**config.mk**
```make
export PLATFORM = sky130hd
export DESIGN_NAME = spi_master_sr
export DESIGN_NICKNAME = d
export VERILOG_FILES = /design/src/rtl/spi_pkg.sv /design/src/rtl/spi_clk_div.sv /design/src/rtl/spi_master_sr.sv
export SDC_FILE = /design/constraint.sdc
export NUM_CORES = 1
export LEC_CHECK = 0
export ABC_AREA = 1
export CAP_MARGIN = 30
export CORE_AREA = 2 2 108 110
export CTS_CLUSTER_DIAMETER = 40
export DETAILED_ROUTE_END_ITERATION = 8
export DIE_AREA = 0 0 110 112
export PLACE_DENSITY = 0.83
export REMOVE_ABC_BUFFERS = 1
export SYNTH_ARGS = -nofsm -noshare
export SYNTH_HDL_FRONTEND = slang
export SYNTH_SLANG_ARGS = --single-unit
```
**constraint.sdc**
```tcl
create_clock -name clk -period 3 [get_ports clk]
set_input_delay 0.6 -clock clk [delete_from_list [all_inputs] [get_ports clk]]
set_output_delay 0.6 -clock clk [all_outputs]
set_load 0.05 [all_outputs]
```
**src/rtl/spi_pkg.sv**
```systemverilog
// spi_pkg: shared types and constants for the SPI master driving the
// shiftreg chain.
//   spi_state_t       - master FSM states
//   SPI_FRAME_W       - default frame width (length of the shiftreg chain)
//   SPI_HALF_DIV_1MHZ - half-period divide for a 1 MHz spi_clk from 8 MHz
//   spi_max()         - elaboration-time maximum of two values
package spi_pkg;

    typedef enum logic [2:0] {
        IDLE,
        LEAD,
        CLK_HI,
        CLK_LO,
        TRAIL,
        GAP
    } spi_state_t;

    localparam int unsigned SPI_FRAME_W       = 48;
    localparam int unsigned SPI_HALF_DIV_1MHZ = 4;

    function automatic int unsigned spi_max(input int unsigned a, input int unsigned b);
        return (a > b) ? a : b;
    endfunction

endpackage

```
**src/rtl/spi_clk_div.sv**
```systemverilog
// spi_clk_div: half-period prescaler for the SPI master.
// Counts system clocks and raises phase_end on the last cycle of each
// HALF_DIV-cycle phase. A synchronous clear restarts the count so that
// every FSM state begins a fresh phase.
// Ports:
//   clk       - system clock
//   reset     - synchronous, active-low reset
//   clear     - restart the phase count on the next edge
//   phase_end - high on the final cycle of the current phase
module spi_clk_div
    import spi_pkg::*;
#(
    parameter int unsigned HALF_DIV = SPI_HALF_DIV_1MHZ
) (
    input  logic clk,
    input  logic reset,
    input  logic clear,
    output logic phase_end
);

    localparam int unsigned CNT_W = $clog2(HALF_DIV + 1);

    logic [CNT_W-1:0] cnt;

    assign phase_end = (cnt == CNT_W'(HALF_DIV - 1));

    always_ff @(posedge clk) begin
        if (!reset || clear || phase_end) begin
            cnt <= '0;
        end else begin
            cnt <= cnt + 1'b1;
        end
    end

endmodule

```
**src/rtl/spi_master_sr.sv**
```systemverilog
// spi_master_sr: SPI master (mode 0, MSB first) for the shiftreg chain.
// One start sends tx_data as a WIDTH-bit frame under spi_ss_n, captures
// spi_miso into rx_data, then holds spi_ss_n high for a blank gap so the
// chain sees discrete frames.
// Ports:
//   clk, reset       - system clock, synchronous active-low reset
//   start, tx_data   - frame request and word (sampled on accept, busy=0)
//   busy             - frame or gap in progress
//   done, rx_data    - one-cycle pulse when rx_data takes the received word
//   spi_clk, spi_mosi, spi_miso, spi_ss_n - SPI bus (spi_clk idles low)
//   spi_latch        - only with SPI_LATCH_EN: HALF_DIV-cycle strobe from
//                      the edge where spi_ss_n rises
// Optional feature macro: SPI_LATCH_EN
module spi_master_sr
    import spi_pkg::*;
#(
    parameter int unsigned WIDTH      = SPI_FRAME_W,
    parameter int unsigned HALF_DIV   = SPI_HALF_DIV_1MHZ,
    parameter int unsigned GAP_CYCLES = 8
) (
    input  logic             clk,
    input  logic             reset,
    input  logic             start,
    input  logic [WIDTH-1:0] tx_data,
    output logic             busy,
    output logic             done,
    output logic [WIDTH-1:0] rx_data,
    output logic             spi_clk,
    output logic             spi_mosi,
    input  logic             spi_miso,
    output logic             spi_ss_n
`ifdef SPI_LATCH_EN
    ,
    output logic             spi_latch
`endif
);

`ifdef SPI_LATCH_EN
    // The latch strobe runs inside the gap, so the gap must cover it.
    localparam int unsigned GAP_EFF = spi_max(GAP_CYCLES, HALF_DIV);
`else
    localparam int unsigned GAP_EFF = GAP_CYCLES;
`endif
    localparam int unsigned GAP_LAST = (GAP_EFF > 0) ? GAP_EFF - 1 : 0;
    localparam int unsigned GAP_W    = (GAP_EFF > 1) ? $clog2(GAP_EFF) : 1;
    localparam int unsigned BIT_W    = $clog2(WIDTH);

    spi_state_t       state, state_nxt;
    logic [WIDTH-1:0] tx_sr, rx_sr;
    logic [BIT_W-1:0] bit_cnt;
    logic [GAP_W-1:0] gap_cnt;
    logic             phase_end, div_clear;
    logic             accept, sample, clk_fall, shift, finish, gap_end;

    // Every state change starts a fresh half-period.
    assign div_clear = (state_nxt != state);

    spi_clk_div #(
        .HALF_DIV (HALF_DIV)
    ) u_div (
        .clk       (clk),
        .reset     (reset),
        .clear     (div_clear),
        .phase_end (phase_end)
    );

    always_ff @(posedge clk) begin
        if (!reset) begin
            state <= IDLE;
        end else begin
            state <= state_nxt;
        end
    end

    always_comb begin
        state_nxt = state;
        accept    = 1'b0;
        sample    = 1'b0;
        clk_fall  = 1'b0;
        shift     = 1'b0;
        finish    = 1'b0;
        gap_end   = 1'b0;
        case (state)
            IDLE: begin
                if (start) begin
                    accept    = 1'b1;
                    state_nxt = LEAD;
                end
            end
            LEAD, CLK_LO: begin
                if (phase_end) begin
                    sample    = 1'b1;
                    state_nxt = CLK_HI;
                end
            end
            CLK_HI: begin
                if (phase_end) begin
                    clk_fall = 1'b1;
                    if (bit_cnt == '0) begin
                        state_nxt = TRAIL;
                    end else begin
                        shift     = 1'b1;
                        state_nxt = CLK_LO;
                    end
                end
            end
            TRAIL: begin
                if (phase_end) begin
                    finish    = 1'b1;
                    state_nxt = (GAP_EFF == 0) ? IDLE : GAP;
                end
            end
            GAP: begin
                if (gap_cnt == GAP_W'(GAP_LAST)) begin
                    gap_end   = 1'b1;
                    state_nxt = IDLE;
                end
            end
            default: state_nxt = IDLE;
        endcase
    end

    always_ff @(posedge clk) begin
        if (!reset || state != GAP) begin
            gap_cnt <= '0;
        end else begin
            gap_cnt <= gap_cnt + 1'b1;
        end
    end

    always_ff @(posedge clk) begin
        if (!reset) begin
            tx_sr    <= '0;
            rx_sr    <= '0;
            bit_cnt  <= '0;
            rx_data  <= '0;
            busy     <= 1'b0;
            done     <= 1'b0;
            spi_clk  <= 1'b0;
            spi_mosi <= 1'b0;
            spi_ss_n <= 1'b1;
        end else begin
            done <= 1'b0;
            if (accept) begin
                tx_sr    <= tx_data;
                bit_cnt  <= BIT_W'(WIDTH - 1);
                spi_ss_n <= 1'b0;
                spi_mosi <= tx_data[WIDTH-1];
                busy     <= 1'b1;
            end
            // MISO is taken on the edge that raises spi_clk, i.e. the value
            // the slave held before its own rising-edge shift.
            if (sample) begin
                spi_clk <= 1'b1;
                rx_sr   <= {rx_sr[WIDTH-2:0], spi_miso};
            end
            if (clk_fall) begin
                spi_clk <= 1'b0;
            end
            if (shift) begin
                tx_sr    <= tx_sr << 1;
                spi_mosi <= tx_sr[WIDTH-2];
                bit_cnt  <= bit_cnt - 1'b1;
            end
            if (finish) begin
                spi_ss_n <= 1'b1;
                spi_mosi <= 1'b0;
                rx_data  <= rx_sr;
                done     <= 1'b1;
                if (GAP_EFF == 0) begin
                    busy <= 1'b0;
                end
            end
            if (gap_end) begin
                busy <= 1'b0;
            end
        end
    end

`ifdef SPI_LATCH_EN
    always_ff @(posedge clk) begin
        if (!reset) begin
            spi_latch <= 1'b0;
        end else if (finish) begin
            spi_latch <= 1'b1;
        end else if (state == GAP && gap_cnt == GAP_W'(HALF_DIV - 1)) begin
            spi_latch <= 1'b0;
        end
    end
`endif

endmodule

```
Word-level counts from Yosys, hierarchy flattened

Cells that the tools add are included.

$add $sub $neg: 3
Muxes and demuxes: 25
Bitwise operators: 1
Eq/ne operators: 9
Reduce and logical (&&, ||, !) cells: 12

Operator list:

| operator              | count |
|---|---|
| $mux W47              | 2 |
| $mux W3               | 6 |
| $pmux W3 S5           | 1 |
| $mux W1               | 14 |
| $mux W6               | 2 |
| $reduce_or A2 Y1      | 5 |
| $eq A3 B2 Y1 const B  | 3 |
| $eq A3 B3 Y1 const B  | 3 |
| $add A3 B1 Y3 const B | 2 |
| $logic_not A6 Y1      | 1 |
| $sub A6 B1 Y6 const B | 1 |
| $eq A3 B1 Y1 const B  | 1 |
| $logic_not A3 Y1      | 1 |
| $logic_or A1 B1 Y1    | 3 |
| $ne A3 B3 Y1          | 1 |
| $ne A3 B3 Y1 const B  | 1 |
| $reduce_bool A2 Y1    | 1 |
| $logic_not A1 Y1      | 1 |
| $not A1 Y1            | 1 |

Bits of input ports: 52
Word-level logic and storage cells: 63
Output and inout port bits: 53
Register bits: 163

Depth between registers and ports, before layout

Word-level depth: 7
Mapped depth: 11
Mapped depth without buffers: 10

Cells and area by module

Synthesis repeated with hierarchy kept, for this count alone.

Cells, all modules: 860
Area, all modules: 6444.9 µm²

By module, submodules not included:

| module        | seq. area each (µm²) | cells each | area each (µm²) | times used |
|---|---|---|---|---|
| spi_master_sr | 3203.1               | 847        | 6323.6          | 1 |
| spi_clk_div   | 60.1                 | 13         | 121.4           | 1 |

Least setup slack after synthesis

OpenSTA, ideal clock, no wires.

Path type: register to register
Start: register u_div.cnt[0]
End: register tx_sr[2]
Path buffers: 2
Required time: 2.884 ns
Stages on the path, launching flop included: 9
Data arrival time: 1.436 ns
Period minus slack after synthesis: 1.553 ns
Slack: 1.447 ns
Setup time: 0.116 ns
Cell sequence: dfxtp_1 ha_1 ha_1 nand2_2 nor2_4 nand2_2 buf_6 buf_6 o211a_1

Word-level cells in the longest chain between the ends: 4
Elaborated cells on any way between the ends: 5
Those cells by class: 1 x eq/ne; 3 x mux; 1 x reduce/logical

Ends and longest elaborated chain:

| element                                               | RTL line             | source |
|---|---|---|
| start: declaration                                    | spi_clk_div.sv:23    | `logic [CNT_W-1:0] cnt;` |
| start signal: assignment                              | spi_clk_div.sv:31    | `cnt <= cnt + 1'b1;` |
| $eq A3 B2 Y1 *                                        | spi_clk_div.sv:25    | `assign phase_end = (cnt == CNT_W'(HALF_DIV - 1));` |
| $mux W1 *                                             | spi_master_sr.sv:97  | `if (phase_end) begin` |
| $mux W1 *                                             | spi_master_sr.sv:83  | `case (state)` |
| $mux W47 / $reduce_bool A2 Y1 (equally long branches) | n/a                  |  |
| end signal: assignment                                | spi_master_sr.sv:145 | `tx_sr <= tx_data;` |
| end signal: assignment                                | spi_master_sr.sv:161 | `tx_sr <= tx_sr << 1;` |
| end: declaration                                      | spi_master_sr.sv:49  | `logic [WIDTH-1:0] tx_sr, rx_sr;` |

Mark *: on every way between the ends. The rest lies on a longest branch, timed or not.
A chain may end at the register's enable or synchronous reset.

Worst setup path after layout

Start: register rx_data[4]
End: output port rx_data[4]

RTL lines:

| element                  | RTL line             | source |
|---|---|---|
| start: declaration       | spi_master_sr.sv:27  | `output logic [WIDTH-1:0] rx_data,` |
| start signal: assignment | spi_master_sr.sv:168 | `rx_data <= rx_sr;` |

No word-level cell between the ends.

==> out/metrics.yaml <==
outcome: "complete, no violations"
hp-class: "reg -> reg"
ys_ff_latch: 163
period_needed_ns: 2.20
core-area_um2: 11200
grt_max_degree: 91
drt.antenna.violating_nets: 0
ir_drop_uv: 494
syn_area_um2: 6200
drc: 0
cts.path.max_buffers: 2
holdBufCountCts: 0
tns_ns: 0
critical_path.max_fanout: 2
maxCapViolations: 0
synth_most_common_cell: "dfxtp_1"
synth_top_area_share_pct: 52.6
place_hpwl_mm: 8.35
hold_end: "u_div.cnt[0]"
port_buffers: 104
synth_top_cells_by_count: "163 x dfxtp_1, 151 x nand2_1, 94 x o21ai_0"
slowest_stage: "clkdlybuf4s50_1"
final-setup-viol-count: 0
startpoint_type: "register"
cp-end-kind: "output port"
start_util_pct: 55.5
routed-via-count: 5202
critical_path.reg2reg.endpoint: "rx_sr[4]"
overflow: 0
rr_worst_depth: 6
slew_violations: 0
dieHeight_um: 112
critPathBufInv: 1
wl_per_cell_um: 13.3
clk_latency_ns: 0.41
synth_ff_type: "dfxtp_1"
cts_sinks: 163
postCtsSetupBuffers: 0
h-tree-depth: 4
cp_top_family: "buffers and inverters"
ios: 105
drtIter0Drc: 316
path_class: "reg -> out"
p_per_area_nw_per_um2: 611
synth_area_leaders: "dfxtp_1 53%, nand2_1 9.1%, o21ai_0 7.6%, o211a_1 5.3%, a21oi_1 4.7%"
syn_inst: 767
slew_headroom_pct: 44.9
grt_pass1_vias: 5041
cts.repair.resized: 0
die_w_um: 110
required_ns: 2.40
critPathMaxStageDelay_ns: 0.83
drive_above_1_share_pct: 5.81
antenna_found_initial: 0
r2r_slack_ns: 0.98
r2r_start: "u_div.cnt[0]"
async_flop_share_pct: 0
cts_tree: "done"
worst_slew_pin_slew_ns: 0.826
clkTransAtPathRegs_ns: 0.06
yosysSeqAreaShare_pct: 52.6
finalCritPeriodShare_pct: 73.3
fmax_mhz: 455
rsz0062_at_grt: "no"
gp_congestion: 0.809
syn_to_final_growth_pct: 25.8
diodes: 0
cts-root-buf: "clkbuf_16"
power_leakage_nw: 3.23
viasPerCell: 5.19
nets: 905
crit_chain: "clkdlybuf4s50_1"
hold_ws_ns: 0.427
firstDrtPassIters: 5
synth.avg_cell_area_um2: 8.09
drt-total-wl_mm: 13.3
track_usage_pct: 22.3
worstPathArrival_ns: 1.60
worstHoldStart: "u_div.cnt[0]"
cts_inserted_buffers: 17
grt_pass1_wl_mm: 22.3
synth_cell_types: 27
yosysTopAreaCell: "dfxtp_1"
hold_viol: 0
worstHoldPathCells: 1
dieArea_um2: 12300
skew_ns: 0.00753
row_count: 39
synth_edf_count: 0
ys_warn_count: 0
==> per-layer routing <==
metal / global-route usage [%] / part of all wire [%] / vias up / wire length, µm
met1: 28.3 / 45 / 2407 / 5960
li1: - / - / 2655 / -
met2: 36.7 / 48 / 127 / 6440
met5: 0 / 0 / - / 0
met3: 6.03 / 6.1 / 13 / 817
met4: 7.09 / 0.89 / 0 / 119
==> layout by cell type, fill, tap and decap left out, types with 2 or more instances in the layout <==
cell type        netlist  final
ha_1                   5      5
bufinv_16              0      3
o211a_1               33     33
dfxtp_1              163    163
clkinv_2               0      3
a21oi_1               58     58
clkinv_4               0      2
inv_2                  4      4
clkbuf_1              23      3
inv_1                 77     77
nor2_1                53     53
nor3_1                 2      2
clkbuf_16              0     17
clkbuf_8               0      2
o21ai_0               94     94
nand2_1              151    150
clkdlybuf4s50_1        0    103
o21ai_1               19     19
a211oi_1               2      2
o211ai_1               2      2
nand2_2                5      6
nand3_1               41     41
buf_4                  5      7
==> worst max-delay path by stage <==
stage	start	slack, ns	endpoint	cells after the start
final	rx_data[4]	0.80	rx_data[4]	1
after global routing	rx_data[25]	0.73	rx_data[25]	1
after CTS	rx_data[24]	0.77	rx_data[24]	1
after detailed placement	start	0.73	tx_sr[46]	9
after global placement	start	0.75	spi_mosi	9
after floorplan	u_div.cnt[0]	0.55	rx_sr[0]	5
==> layout make-up <==
cell class	instances	area [µm²]
fill	870	3370
sequential	163	3260
multi-input combinational	472	2350
timing repair buffer	112	1110
clock buffer	22	464
inverter	82	308
tap	143	179
clock inverter	9	130
==> cells by family after synthesis <==
kind of cell | count (synthesis) | share of synthesized area, %
adders and majority gates | 5 | 1.01
DFF | 163 | 52.6
AOI/OAI and AO/OA | 210 | 19.9
buffers and inverters | 132 | 9.54
and+or+nand+nor | 256 | 16.8
xor gates and xnor gates | 1 | 0.141
==> state kept, by name, indices dropped and copies added (netlist names), 3 cells and up <==
signal	count
u_div.cnt	3
state	3
rx_sr	48
tx_sr	47
gap_cnt	3
rx_data	48
bit_cnt	6
==> report_power, final <==
part	switching (mW)	internal (mW)	leakage (nW)	total, mW
registers	0.0326	2.23	1.32	2.26
logic	0.197	0.160	1.62	0.357
clock network	0.797	1.35	0.290	2.14
total	1.03	3.74	3.23	4.76
==> stage by stage <==
step | cells | area, µm² | power [mW] | setup slack, ns | util (%)
finish | 1003 | 7800 | 4.76 | 0.801 | 69.8
global placement | 972 | 7210 | 2.65 | 0.754 | 64.5
global route | 1003 | 7800 | 4.95 | 0.728 | 69.8
CTS | 1003 | 7800 | 4.81 | 0.771 | 69.8
floorplan | 717 | 5920 | 2.51 | 0.546 | -
detailed placement | 972 | 7210 | 2.66 | 0.732 | 64.5
Note: power is estimated with default switching activity, not from simulation.
